$ cat config.mk
export PLATFORM = sky130hd
export DESIGN_NAME = uart_rx_flat
export DESIGN_NICKNAME = d
export VERILOG_FILES = /design/src/rtl/uart_rx_if.sv /design/src/rtl/uart_rx.sv /design/src/flat_wrapper.sv
export SDC_FILE = /design/constraint.sdc
export NUM_CORES = 1
export LEC_CHECK = 0
export CAP_MARGIN = 15
export CELL_PAD_IN_SITES_DETAIL_PLACEMENT = 2
export CELL_PAD_IN_SITES_GLOBAL_PLACEMENT = 2
export CORE_MARGIN = 2
export CORE_UTILIZATION = 40
export CTS_BUF_LIST = sky130_fd_sc_hd__clkbuf_4
export CTS_CLUSTER_DIAMETER = 30
export DETAILED_ROUTE_END_ITERATION = 6
export PLACE_DENSITY = 0.81
export SYNTH_ARGS = -nofsm -noshare
export SYNTH_HDL_FRONTEND = slang
export SYNTH_SLANG_ARGS = --single-unit
$ cat constraint.sdc
create_clock -name clk -period 3.8 [get_ports clk]
set_input_delay 0.76 -clock clk [delete_from_list [all_inputs] [get_ports clk]]
set_output_delay 0.76 -clock clk [all_outputs]
set_load 0.05 [all_outputs]
$ cat src/rtl/uart_rx_if.sv
// WFIFO-side bundle of the UART receiver: write strobe/data toward the
// write FIFO, its full flag, and the receive status/clear signals.
// master: the receiver (drives write + status); slave: FIFO/host side.
interface uart_rx_if;
  logic       wfifo_full;     // WFIFO full flag
  logic       wfifo_wr_en;    // one-clock write strobe
  logic [7:0] wfifo_wr_data;  // received byte, qualified by wfifo_wr_en
  logic       frame_err;      // one-clock pulse: stop bit sampled low
  logic       overrun;        // sticky: good byte dropped on full WFIFO
  logic       ovr_clr;        // clears overrun

  modport master (
    input  wfifo_full,
    input  ovr_clr,
    output wfifo_wr_en,
    output wfifo_wr_data,
    output frame_err,
    output overrun
  );

  modport slave (
    output wfifo_full,
    output ovr_clr,
    input  wfifo_wr_en,
    input  wfifo_wr_data,
    input  frame_err,
    input  overrun
  );
endinterface

$ cat src/rtl/uart_rx.sv
// 8N1 UART receiver: deserialises rs232_rx and writes each good byte to WFIFO.
// Latency: write strobe 9*(BAUD_END+1)+BAUD_M+1 clocks after START entry.
// Backpressure: none on the line; a byte arriving while WFIFO is full is
// dropped and flagged on the sticky overrun bit.
// Ports: clk, rst_n (sync, active-low), rs232_rx (async serial in, idles high),
//        wfifo (uart_rx_if.master: wfifo_full/ovr_clr in, wfifo_wr_en,
//        wfifo_wr_data, frame_err, overrun out).
module uart_rx #(
  parameter int BAUD_END = 434,
  parameter int BAUD_M   = BAUD_END / 2 - 1,
  parameter int BIT_NUM  = 8
) (
  input  logic       clk,
  input  logic       rst_n,
  input  logic       rs232_rx,
  uart_rx_if.master  wfifo
);

  localparam int CNT_W = $clog2(BAUD_END + 1);
  localparam int BC_W  = (BIT_NUM > 1) ? $clog2(BIT_NUM) : 1;

  localparam logic [CNT_W-1:0] BAUD_END_C = CNT_W'(BAUD_END);
  localparam logic [CNT_W-1:0] BAUD_M_C   = CNT_W'(BAUD_M);
  localparam logic [BC_W-1:0]  BIT_LAST_C = BC_W'(BIT_NUM - 1);

  typedef enum logic [3:0] {
    IDLE  = 4'b0001,
    START = 4'b0010,
    DATA  = 4'b0100,
    STOP  = 4'b1000
  } state_t;

  state_t           state_q;
  logic [CNT_W-1:0] baud_cnt_q;
  logic [BC_W-1:0]  bit_cnt_q;
  logic [7:0]       shift_q;
  logic             rx_s1_q;
  logic             rx_s2_q;
  logic             rx_s3_q;
  logic             wr_en_q;
  logic [7:0]       wr_data_q;
  logic             frame_err_q;
  logic             overrun_q;
  logic             overrun_d;

  logic fall_edge;
  logic bit_flag;
  logic samp;
  logic drop_byte;

  // rx_s1 is the metastability catcher; edges are judged on s2/s3 only.
  assign fall_edge = ~rx_s2_q & rx_s3_q;
  assign bit_flag  = (baud_cnt_q == BAUD_END_C);
  assign samp      = (baud_cnt_q == BAUD_M_C);

  // A good stop bit with WFIFO full is the only way a byte is lost.
  assign drop_byte = (state_q == STOP) && samp && rx_s2_q && wfifo.wfifo_full;

  always_comb begin
    overrun_d = overrun_q;
    if (wfifo.ovr_clr) begin
      overrun_d = 1'b0;
    end
    // Set takes priority over a clear in the same cycle.
    if (drop_byte) begin
      overrun_d = 1'b1;
    end
  end

  always_ff @(posedge clk) begin
    if (!rst_n) begin
      state_q     <= IDLE;
      baud_cnt_q  <= '0;
      bit_cnt_q   <= '0;
      shift_q     <= '0;
      rx_s1_q     <= 1'b1;
      rx_s2_q     <= 1'b1;
      rx_s3_q     <= 1'b1;
      wr_en_q     <= 1'b0;
      wr_data_q   <= '0;
      frame_err_q <= 1'b0;
      overrun_q   <= 1'b0;
    end else begin
      rx_s1_q     <= rs232_rx;
      rx_s2_q     <= rx_s1_q;
      rx_s3_q     <= rx_s2_q;
      wr_en_q     <= 1'b0;
      frame_err_q <= 1'b0;
      overrun_q   <= overrun_d;

      case (state_q)
        IDLE: begin
          baud_cnt_q <= '0;
          if (fall_edge) begin
            state_q <= START;
          end
        end

        START: begin
          if (samp && rx_s2_q) begin
            // Glitch shorter than half a bit: abandon silently.
            state_q    <= IDLE;
            baud_cnt_q <= '0;
          end else if (bit_flag) begin
            state_q    <= DATA;
            bit_cnt_q  <= '0;
            baud_cnt_q <= '0;
          end else begin
            baud_cnt_q <= baud_cnt_q + 1'b1;
          end
        end

        DATA: begin
          if (samp) begin
            shift_q <= {rx_s2_q, shift_q[7:1]};  // LSB arrives first
          end
          if (bit_flag) begin
            baud_cnt_q <= '0;
            if (bit_cnt_q == BIT_LAST_C) begin
              state_q   <= STOP;
              bit_cnt_q <= '0;
            end else begin
              bit_cnt_q <= bit_cnt_q + 1'b1;
            end
          end else begin
            baud_cnt_q <= baud_cnt_q + 1'b1;
          end
        end

        STOP: begin
          if (samp) begin
            // Leave at mid-stop so the rest of the bit is spent in IDLE,
            // where a back-to-back start edge can be caught.
            state_q    <= IDLE;
            baud_cnt_q <= '0;
            if (rx_s2_q) begin
              if (!wfifo.wfifo_full) begin
                wr_en_q   <= 1'b1;
                wr_data_q <= shift_q;
              end
            end else begin
              frame_err_q <= 1'b1;
            end
          end else begin
            baud_cnt_q <= baud_cnt_q + 1'b1;
          end
        end

        default: begin
          state_q    <= IDLE;
          baud_cnt_q <= '0;
          bit_cnt_q  <= '0;
        end
      endcase
    end
  end

  assign wfifo.wfifo_wr_en   = wr_en_q;
  assign wfifo.wfifo_wr_data = wr_data_q;
  assign wfifo.frame_err     = frame_err_q;
  assign wfifo.overrun       = overrun_q;

endmodule

$ cat src/flat_wrapper.sv
// flat-port wrapper written by rule: the top's interface ports become plain ports
module uart_rx_flat 
#(
  parameter int BAUD_END = 434,
  parameter int BAUD_M   = BAUD_END / 2 - 1,
  parameter int BIT_NUM  = 8
)
  (clk, rst_n, rs232_rx, wfifo_wfifo_full, wfifo_ovr_clr, wfifo_wfifo_wr_en, wfifo_wfifo_wr_data, wfifo_frame_err, wfifo_overrun);
  uart_rx_if wfifo_i ();
  input  logic clk;
  input  logic rst_n;
  input  logic rs232_rx;
  input wire logic [$bits(wfifo_i.wfifo_full)-1:0] wfifo_wfifo_full;
  input wire logic [$bits(wfifo_i.ovr_clr)-1:0] wfifo_ovr_clr;
  output wire logic [$bits(wfifo_i.wfifo_wr_en)-1:0] wfifo_wfifo_wr_en;
  output wire logic [$bits(wfifo_i.wfifo_wr_data)-1:0] wfifo_wfifo_wr_data;
  output wire logic [$bits(wfifo_i.frame_err)-1:0] wfifo_frame_err;
  output wire logic [$bits(wfifo_i.overrun)-1:0] wfifo_overrun;
  assign wfifo_i.wfifo_full = wfifo_wfifo_full;
  assign wfifo_i.ovr_clr = wfifo_ovr_clr;
  assign wfifo_wfifo_wr_en = wfifo_i.wfifo_wr_en;
  assign wfifo_wfifo_wr_data = wfifo_i.wfifo_wr_data;
  assign wfifo_frame_err = wfifo_i.frame_err;
  assign wfifo_overrun = wfifo_i.overrun;
  uart_rx #(.BAUD_END(BAUD_END), .BAUD_M(BAUD_M), .BIT_NUM(BIT_NUM)) u_core (.clk(clk), .rst_n(rst_n), .rs232_rx(rs232_rx), .wfifo(wfifo_i));
endmodule
### After elaboration in Yosys (flattened, before gate mapping)

Cells that the tools add are included.

* register bits: 38
* output and inout port bits: 11

* add/subtract/negate cells: 2
* equality and inequality tests: 14
* mux-type cells: 20
* bitwise gates (word level): 4
* reductions and logical operators: 12

Operators by type and width (number)
* 9-bit 2-to-1 mux: 3
* 9-bit case mux with 3 select lines: 1
* 4-bit 2-to-1 mux: 6
* 4-bit case mux with 4 select lines: 1
* 3-bit 2-to-1 mux: 4
* 4-bit AND reduction: 3
* 2-bit by 1-bit inequality test with 1-bit output (second input constant): 5
* 9-bit by 1-bit adder with 9-bit output (second input constant): 1
* 9-bit by 8-bit == test with 1-bit output (second input constant): 1
* 9-bit == test (second input constant): 1
* 3-bit case mux with 3 select lines: 1
* 5-bit AND reduction: 1
* 4-bit by 1-bit == test with 1-bit output (second input constant): 1
* 4-bit by 2-bit == test with 1-bit output (second input constant): 1
* 4-bit by 3-bit == test with 1-bit output (second input constant): 1
* 4-bit == test (second input constant): 1
* 1-bit logical AND: 4
* 1-bit 2-to-1 mux: 4
* 3-bit by 1-bit adder with 3-bit output (second input constant): 1
* 3-bit == test (second input constant): 1
* 3-bit by 1-bit inequality test with 1-bit output (second input constant): 1
* 1-bit NOT: 3
* 3-bit AND reduction: 1
* 2-bit inequality test (second input constant): 1
* 4 further kinds: 4

### Logic depth before layout (Yosys ltp)

Gate-level depths: netlist of the first run.

* word-level depth: 5
* depth in mapped cells: 8
* depth with buffers taken out: 7

### Worst setup path after synthesis of the first run

No wires, ideal clock.

* path type: flip-flop to flip-flop
* from: register u_core.baud_cnt_q[0]
* to: register u_core.state_q[2]
* setup time: 0.071 ns
* arrival: 1.681 ns
* path slack: 2.049 ns
* cell stages (with the launch flop): 8
* period minus slack after synthesis: 1.751 ns
* cells stage by stage: dfxtp_1 -> inv_1 -> ha_1 -> and4bb_2 -> nand3_2 -> a2111oi_0 -> nand3_1 -> a21oi_1

* cells in the longest elaborated chain, start to end: 4

Ends and longest elaborated chain
* start, declared: RTL line uart_rx.sv:34 `logic [CNT_W-1:0] baud_cnt_q;`
* start signal, assigned: RTL line uart_rx.sv:109 `baud_cnt_q <= baud_cnt_q + 1'b1;`
* start signal, assigned: RTL line uart_rx.sv:126 `baud_cnt_q <= baud_cnt_q + 1'b1;`
* start signal, assigned: RTL line uart_rx.sv:145 `baud_cnt_q <= baud_cnt_q + 1'b1;`
* 9-bit by 8-bit == test with 1-bit output: RTL line uart_rx.sv:54 `assign samp = (baud_cnt_q == BAUD_M_C);`
* 1-bit logical AND: RTL line uart_rx.sv:100 `if (samp && rx_s2_q) begin`
* 3-bit by 1-bit inequality test with 1-bit output (no source line) or 4-bit 2-to-1 mux (tied branches)
* 5-bit AND reduction (no source line) or 4-bit case mux with 4 select lines (tied branches)
* end signal, assigned: RTL line uart_rx.sv:95 `state_q <= START;`
* end signal, assigned: RTL line uart_rx.sv:102 `state_q <= IDLE;`
* end signal, assigned: RTL line uart_rx.sv:105 `state_q <= DATA;`
* end, declared: RTL line uart_rx.sv:33 `state_t state_q;`

Several ways; a longest one is shown, not always the timed one.
A chain may end at the register's enable or synchronous reset.

==> results of run 1 <==
==> area by class of cell <==
class	instances	area, sq um
inverters	7	26.28
repair buffers	15	150.1
multi-input cells	119	872.1
fillers	456	2103
clock buffers	6	45.04
well taps	50	62.56
clock inverters	2	8.758
flip-flops and latches	38	760.7
==> worst max-delay path, stage by stage <==
cell	delay, ns
clkdlybuf4s50_1	0.80
inv_1	0.44
or4_1	0.56
mux2i_1	0.12
==> flip-flops by register name, summed over array words and instances, names as in the netlist <==
name and count:
u_core.rx_s1_q 1, u_core.wfifo.wfifo_wr_data 8, u_core.rx_s3_q 1, u_core.rx_s2_q 1, u_core.bit_cnt_q 3, u_core.baud_cnt_q 9
u_core.shift_q 8, u_core.wfifo.overrun 1, u_core.wfifo.frame_err 1, u_core.state_q 4, u_core.wfifo.wfifo_wr_en 1
==> final timing paths <==
kind,cells past startpoint,endpoint,slack [ns]
max,4,u_core.bit_cnt_q[0],1.38
min,1,u_core.rx_s2_q,0.43
max reg2reg,4,u_core.wfifo.wfifo_wr_data[1],1.66
min reg2reg,1,u_core.rx_s2_q,0.43
==> power by group through the flow <==
stage | sequential (mW) | clock [mW] | combinational [mW]
CTS | 0.435 | 0.218 | 0.117
global route | 0.438 | 0.240 | 0.131
floorplan | 0.437 | 0 | 0.0912
detailed placement | 0.444 | 0 | 0.116
finish | 0.435 | 0.206 | 0.117
global placement | 0.441 | 0 | 0.110
==> kinds of logic after synthesis <==
group,Yosys count
AND/OR/NAND/NOR,71
flip-flops,38
XOR/XNOR,7
multiplexers,19
buffers and inverters,12
adder cells (fa/ha/maj),5
AO/OA/AOI/OAI,17
==> placed cells by master (no fill, tap or decap), types with 2 or more instances in the layout <==
cell type	instances
mux2i_1	19
nor2_1	28
or4b_1	2
nand3_1	8
xnor2_1	3
nor4b_1	2
ha_1	5
nand2_1	8
inv_1	7
nor3_1	3
nand2b_1	4
a21oi_1	7
dfxtp_1	38
and4bb_2	2
and4b_1	3
clkbuf_4	6
clkdlybuf4s50_1	15
xor2_1	4
==> per-layer routing <==
metal,vias to the layer above,part of all wire (%),global-route usage (%),wire length [um]
met2,15,48,29.27,1848
met4,0,2.8,7.625,110
met1,619,47,23.01,1843
met5,-,0,0,0
li1,628,-,-,-
met3,11,2.2,4.240,87
==> metrics.cfg, run 1 <==
[final_layout]
syn2layout_area_growth_pct = 13.75
num_antenna_cells = 0
postLayoutCellArea_sq_um = 1926
drive_above_1_share_pct = 9.091
finish.utilization_pct = 47.80
layout.cells.non_filler = 237
fin_nets = 196

[worst_setup_path]
worstSetupPathType = input port to flip-flop
startpoint_type = input port
cp-startpoint = rst_n
cp_max_fo = 21
worstPathArrival_ns = 2.70
endpoint_kind = flip-flop
cp_data_required_time_ns = 4.08
worstReg2RegStart = u_core.state_q[3]

[power_and_ir_drop]
vdd_drop_max_uv = 208.7
sw_frac_of_total_pct = 29.00
intPower_mw = 0.5382
p_leak_nw = 0.8020
power_density_nw_per_um2 = 393.7
clkPwrFrac_pct = 27.2
seqPwrFrac_pct = 57.3
p_comb_share_pct = 15.5
fin_total_pwr_mw = 0.7581
p_switching_mw = 0.2199

[yosys]
yosys_warnings = 0
synth_edf_count = 0
synth_area_leaders = dfxtp_1 45%, mux2i_1 11%, nor2_1 6.2%
synth_fa_ha_area_share_pct = 3.695
ys_types = 39
synth_area_leader_cell = dfxtp_1
synth-compound-area-share_pct = 8.278
synth_cells = 169
synth_xor_area_share_pct = 3.622
yosys.area_share.simple_pct = 24.69
yosysSeqAreaShare_pct = 44.94
async_reset_ff_share_pct = 0
yosysTopAreaCellShare_pct = 44.94
syn-num-nets = 179
synth_area_sq_um = 1693
synth_top_family_by_area = simple AND/OR/NAND/NOR gates
ys.flop_type = dfxtp_1
muxShareOfSynthArea_pct = 11.23
syn_avg_cell_area_sq_um = 10.02
ys_ff_latch = 38
ys_top_cells_by_count = 38 x dfxtp_1, 28 x nor2_1, 19 x mux2i_1
synth_most_common_cell = dfxtp_1

[clocking]
cts_root_buf = clkbuf_4
cts_resized = 0
clockBufferDepth = 2
cts_tree = yes
cts_num_sinks = 38
htree_levels = 2
post_cts_buffers = 0
path_clk_slew_ns = 0.11
clock_latency_ns = 0.34
cts-buffers-inserted = 5
cts_hold_repair.buffers = 0

[timing]
fin_setup_tns_ns = 0
fin_ws_ns = 1.381
slew_headroom_pct = 37.69
hold_viol_final = 0
fmax_mhz = 413.4
fin_crit_ns = 2.419
clock_skew_ns = 0.01184
whs_ns = 0.4335
finalCritPeriodShare_pct = 63.66
finalSetupViolCount = 0
worst_pin_slew_ns = 0.9217
rsz0062_at_grt = false
slew_violations = 0

[drt]
drtIter0Drc = 34
viasPerCell = 5.371
drtAntennaViolNets = 0
drt_pass1_iterations = 3
routed_wl_um = 3888
vias = 1273
drc = 0
wl_per_cell_um = 16.41

[placed_design]
dp_hpwl_um = 2908
place_ws_ns = 0.9933
place.gp.congestion = 0.7135
dp_cells = 229
port_buffers = 15
place_area_sq_um = 1872

[floorplan]
rows = 23
die_h_um = 69.06
die_w_um = 69.06
die_area_sq_um = 4769
io_pins = 16
coreArea_sq_um = 4029
start_util_pct = 42.02

[status]
status = complete, no violations

[hold_path]
min_path_type = flip-flop to flip-flop
min_from = u_core.rx_s1_q

[global_route]
grt_use_total_pct = 18.08
first_global_vias = 1420
antenna_found_initial = 0
grt_pass1_wl_um = 7003
gr-total-overflow = 0
grt_start_max_net_pins = 22

[job]
cap_violations = 0

No activity file was read; power rests on OpenSTA's default activity.
==> run 2, diff against run 1 <==
--- a/config.mk
+++ b/config.mk
@@ -9,11 +9,11 @@
 export CELL_PAD_IN_SITES_DETAIL_PLACEMENT = 2
 export CELL_PAD_IN_SITES_GLOBAL_PLACEMENT = 2
 export CORE_MARGIN = 2
-export CORE_UTILIZATION = 40
+export CORE_UTILIZATION = 38
 export CTS_BUF_LIST = sky130_fd_sc_hd__clkbuf_4
 export CTS_CLUSTER_DIAMETER = 30
 export DETAILED_ROUTE_END_ITERATION = 6
-export PLACE_DENSITY = 0.81
+export PLACE_DENSITY = 0.78
 export SYNTH_ARGS = -nofsm -noshare
 export SYNTH_HDL_FRONTEND = slang
 export SYNTH_SLANG_ARGS = --single-unit
==> constraint.sdc (replaced) <==
create_clock -name clk -period 2.45 [get_ports clk]
set_input_delay 0.49 -clock clk [delete_from_list [all_inputs] [get_ports clk]]
set_output_delay 0.49 -clock clk [all_outputs]
set_load 0.05 [all_outputs]
==> run 2 against run 1 <==
Compared with the run above:
- register-to-register slack worse by 1.4 ns
- flip-flop and latch count unchanged
- critical path depth rose by 3
- cell area rose by 1.6%
- sequential share of layout area decreased by 0.63 points
- highest routed layer unchanged
- combinational power increased by 59%
- worst setup slack got worse by 1.1 ns
- core utilization fell by 2.5 points
- global-route usage down 0.28 points
- first-iteration DRC count is 44% higher
==> metrics.cfg, run 2 (synthesis gave the netlist of run 1 again) <==
[timing]
clock_skew_ns = 0.007957
fin_setup_tns_ns = 0
fin_crit_ns = 2.142
slew_violations = 0
fmax_mhz = 466.8
finalSetupViolCount = 0
worst_pin_slew_ns = 0.7807
rsz0062_at_grt = false
hold_viol_final = 0
finalCritPeriodShare_pct = 87.43
slew_headroom_pct = 47.22
whs_ns = 0.4534

[hold_path]
min_to = u_core.rx_s2_q
min_path_cells = 1
min_from = u_core.rx_s1_q
min_path_type = flip-flop to flip-flop

[placed_design]
place.gp.congestion = 0.8878
port_buffers = 15
dp_cells = 235
place_area_sq_um = 1904
dp_hpwl_um = 2989

[final_layout]
syn2layout_area_growth_pct = 15.60
largest_register_ff_count = 9
drive_above_1_share_pct = 11.05
final_cell_mix = 38 x dfxtp_1, 28 x nor2_1, 19 x mux2i_1, 15 x clkdlybuf4s50_1
register_area_sq_um = 760.7
final_common_cell = dfxtp_1
fin_nets = 200
layout.cells.non_filler = 242
finish.utilization_pct = 45.25
fillers = 481
regMostFlops = u_core.baud_cnt_q
num_antenna_cells = 0
multi_input_area_sq_um = 872.1
postLayoutCellArea_sq_um = 1957

[floorplan]
die_w_um = 70.75
die_h_um = 70.75
coreArea_sq_um = 4324
rows = 24
start_util_pct = 39.15
die_area_sq_um = 5005
io_pins = 16

[power_and_ir_drop]
power_density_nw_per_um2 = 602.1
p_leak_nw = 0.8171
vdd_drop_max_uv = 308.3

[global_route]
antenna_found_initial = 0
met2_usage_pct = 29.80
first_global_vias = 1406
grt_start_max_net_pins = 21
grt_pass1_wl_um = 7003
grt_use_total_pct = 17.80
gr-total-overflow = 0
grt-busiest-layer = met2
use_met3_pct = 3.989
use_met1_pct = 22.70

[job]
cap_violations = 0

[drt]
viasPerCell = 5.248
wl_per_cell_um = 16.37
drc = 0
routed_wl_um = 3961
vias = 1270
drtAntennaViolNets = 0
drt_pass1_iterations = 4
drtIter0Drc = 49

[worst_setup_path]
endpoint_kind = flip-flop
cp_data_required_time_ns = 2.68
r2r_slack_ns = 0.31
worstSetupPathType = flip-flop to flip-flop
startpoint_type = flip-flop
reg2reg_to = u_core.wfifo.wfifo_wr_data[0]
cp_max_fo = 9
worstReg2RegStart = u_core.baud_cnt_q[0]
worstPathArrival_ns = 2.38
worstRegToRegCells = 7

[clocking]
post_cts_buffers = 0
cts_root_buf = clkbuf_4
cts_num_sinks = 38
clockBufferDepth = 2
cts_resized = 0
cts_tree = yes
cts_hold_repair.buffers = 0
path_clk_slew_ns = 0.11
htree_levels = 2
clock_latency_ns = 0.34
cts-buffers-inserted = 5

[status]
status = complete, no violations

[run 2: cell type report]
cell class | count | area share (%)
multi-input combinational | 119 | 44.57
clock inverter | 1 | 0.3836
timing repair buffer | 19 | 9.207
sequential | 38 | 38.87
tap | 52 | 3.325
inverter | 7 | 1.343
clock buffer | 6 | 2.302
[run 2: metal layers]
layer | vias up | wire length [um]
met2 | 13 | 1944
met3 | 6 | 84
met1 | 617 | 1873
met4 | 0 | 59
met5 | - | 0
li1 | 634 | -
[run 2: worst max-delay path, stage by stage, from the launching register on]
cell,delay [ns]
dfxtp_1,0.36
inv_1,0.11
ha_1,0.18
and4bb_2,0.28
nand3_2,0.17
or3_1,0.61
mux2i_1,0.27
nor2_1,0.06
[run 2: worst max-delay path by stage]
stage,start,end,cells past startpoint,slack (ns)
floorplan,u_core.baud_cnt_q[0],u_core.state_q[2],7,0.70
global placement,u_core.baud_cnt_q[0],u_core.wfifo.wfifo_wr_data[5],7,0.48
detailed placement,u_core.baud_cnt_q[0],u_core.wfifo.wfifo_wr_data[0],7,0.33
CTS,u_core.baud_cnt_q[0],u_core.wfifo.wfifo_wr_data[0],7,0.30
global route,u_core.baud_cnt_q[0],u_core.wfifo.wfifo_wr_data[0],7,0.15
finish,u_core.baud_cnt_q[0],u_core.wfifo.wfifo_wr_data[0],7,0.31
[run 2: power by group]
group / switching (mW) / internal, mW / leakage [nW] / total (mW)
Clock: 0.202 / 0.118 / 0.0278 / 0.320
Sequential: 0.0373 / 0.635 / 0.307 / 0.673
Combinational: 0.101 / 0.0850 / 0.483 / 0.186
[run 2: metrics by stage]
step / power [mW] / setup WS [ns]
2_1_floorplan: 0.8193 / 0.6985
3_3_place_gp: 0.8633 / 0.4779
3_5_place_dp: 0.8773 / 0.3271
4_1_cts: 1.206 / 0.3025
5_1_grt: 1.256 / 0.1471
6_report: 1.178 / 0.3079
==> run 3, diff against run 2 <==
--- a/config.mk
+++ b/config.mk
@@ -8,6 +8,7 @@
 export CAP_MARGIN = 15
 export CELL_PAD_IN_SITES_DETAIL_PLACEMENT = 2
 export CELL_PAD_IN_SITES_GLOBAL_PLACEMENT = 2
+export CORE_ASPECT_RATIO = 0.5
 export CORE_MARGIN = 2
 export CORE_UTILIZATION = 38
 export CTS_BUF_LIST = sky130_fd_sc_hd__clkbuf_4
==> run 3 against run 2 <==
Compared with the run above:
- cell count rose by 2.1%
- clock skew grew 0.0060 ns
- first-iteration DRC count did not move
- cell area increased by 1.3%
- highest routed layer unchanged
- largest cell class unchanged
- clock power increased by 32%
==> metrics.cfg, run 3 (synthesis gave the netlist of run 1 again) <==
[worst_setup_path]
path_delay_family = simple AND/OR/NAND/NOR gates
r2r_slack_ns = 0.36
cp_max_fo = 9
startpoint_type = flip-flop
worstPathArrival_ns = 2.35
worstPathCellList = inv_1 -> ha_1 -> and4bb_2 -> nand3_2 -> or3_1 -> mux2i_1 -> nor2_1
cpMaxStageDelayCell = or3_1
endpoint_kind = flip-flop
critical_path_buf_inv_count = 1
worstReg2RegStart = u_core.baud_cnt_q[0]
reg2reg_to = u_core.wfifo.wfifo_wr_data[2]
slowest_delay_ns = 0.62
worstSetupPathType = flip-flop to flip-flop
worstRegToRegCells = 7
cp_data_required_time_ns = 2.71

[drt]
routed_wl_um = 4120
drt_pass1_iterations = 4
drtAntennaViolNets = 0
vias = 1293
drc = 0
viasPerCell = 5.235
drtIter0Drc = 49
wl_per_cell_um = 16.68

[floorplan]
rows = 17
coreArea_sq_um = 4339
die_area_sq_um = 5037
die_w_um = 98.39
die_h_um = 51.20
start_util_pct = 39.01
io_pins = 16

[clocking]
cts_resized = 0
clock_latency_ns = 0.36
cts_tree = yes
clockBufferDepth = 2
cts-buffers-inserted = 5
cts_hold_repair.buffers = 0
cts_root_buf = clkbuf_4
cts_num_sinks = 38
htree_levels = 2
post_cts_buffers = 0
path_clk_slew_ns = 0.12

[final_layout]
largest_register_ff_count = 9
fin_nets = 200
regMostFlops = u_core.baud_cnt_q
final_common_cell = dfxtp_1
final_cell_mix = 38 x dfxtp_1, 28 x nor2_1, 19 x mux2i_1, 15 x clkdlybuf4s50_1
layout.cells.non_filler = 247
finish.utilization_pct = 45.67
fillers = 468
postLayoutCellArea_sq_um = 1982
syn2layout_area_growth_pct = 17.07
drive_above_1_share_pct = 10.53
num_antenna_cells = 0

[timing]
fin_ws_ns = 0.3599
rsz0062_at_grt = false
worst_pin_slew_ns = 0.8813
clock_skew_ns = 0.01399
slew_violations = 0
finalCritPeriodShare_pct = 85.31
fin_crit_ns = 2.090
hold_viol_final = 0
fin_setup_tns_ns = 0
fmax_mhz = 478.4
slew_headroom_pct = 40.42
finalSetupViolCount = 0
whs_ns = 0.4291

[job]
cap_violations = 0

[global_route]
grt_start_max_net_pins = 21
first_global_vias = 1398
use_met3_pct = 5.335
grt_use_total_pct = 18.30
grt-busiest-layer = met2
antenna_found_initial = 0
gr-total-overflow = 0
met2_usage_pct = 28.68
grt_pass1_wl_um = 7065
use_met1_pct = 24.67

[hold_path]
min_to = u_core.rx_s2_q
min_from = u_core.rx_s1_q
min_path_cells = 1
min_path_type = flip-flop to flip-flop

[placed_design]
dp_hpwl_um = 3023
place_ws_ns = 0.3333
place.gp.congestion = 0.7417
place_area_sq_um = 1911
dp_cells = 240
port_buffers = 15

[power_and_ir_drop]
power_density_nw_per_um2 = 649.1
p_leak_nw = 0.8268
fin_total_pwr_mw = 1.286
vdd_drop_max_uv = 186.3

[status]
status = complete, no violations

## run 3: per-layer routing
layer	vias to the layer above	wire, um
li1	635	-
met1	640	2144
met2	13	1826
met4	0	46
met3	5	103
met5	-	0
## run 3: report_power, final
group          internal, mW  total [mW]  switching, mW
registers             0.635       0.676         0.0412
logic                0.0850       0.188          0.103
clock network         0.206       0.422          0.216
## run 3: area by class of cell
cell class,count,area (sq um),share of cell area [%]
sequential,38,760.7,38.38
multi-input combinational,119,872.1,44.00
clock inverter,2,33.78,1.705
clock buffer,5,37.54,1.894
timing repair buffer,19,180.2,9.091
inverter,7,26.28,1.326
tap,57,71.32,3.598
## run 3: worst max path at each step
stage                          from                             to  slack [ns]  depth (start not counted)
6_report       u_core.baud_cnt_q[0]  u_core.wfifo.wfifo_wr_data[2]        0.36                          7
5_1_grt        u_core.baud_cnt_q[0]  u_core.wfifo.wfifo_wr_data[3]        0.17                          7
4_1_cts        u_core.baud_cnt_q[0]  u_core.wfifo.wfifo_wr_data[3]        0.33                          7
3_5_place_dp   u_core.baud_cnt_q[0]  u_core.wfifo.wfifo_wr_data[2]        0.33                          7
3_3_place_gp   u_core.baud_cnt_q[0]  u_core.wfifo.wfifo_wr_data[1]        0.42                          7
2_1_floorplan  u_core.baud_cnt_q[0]              u_core.state_q[2]        0.70                          7
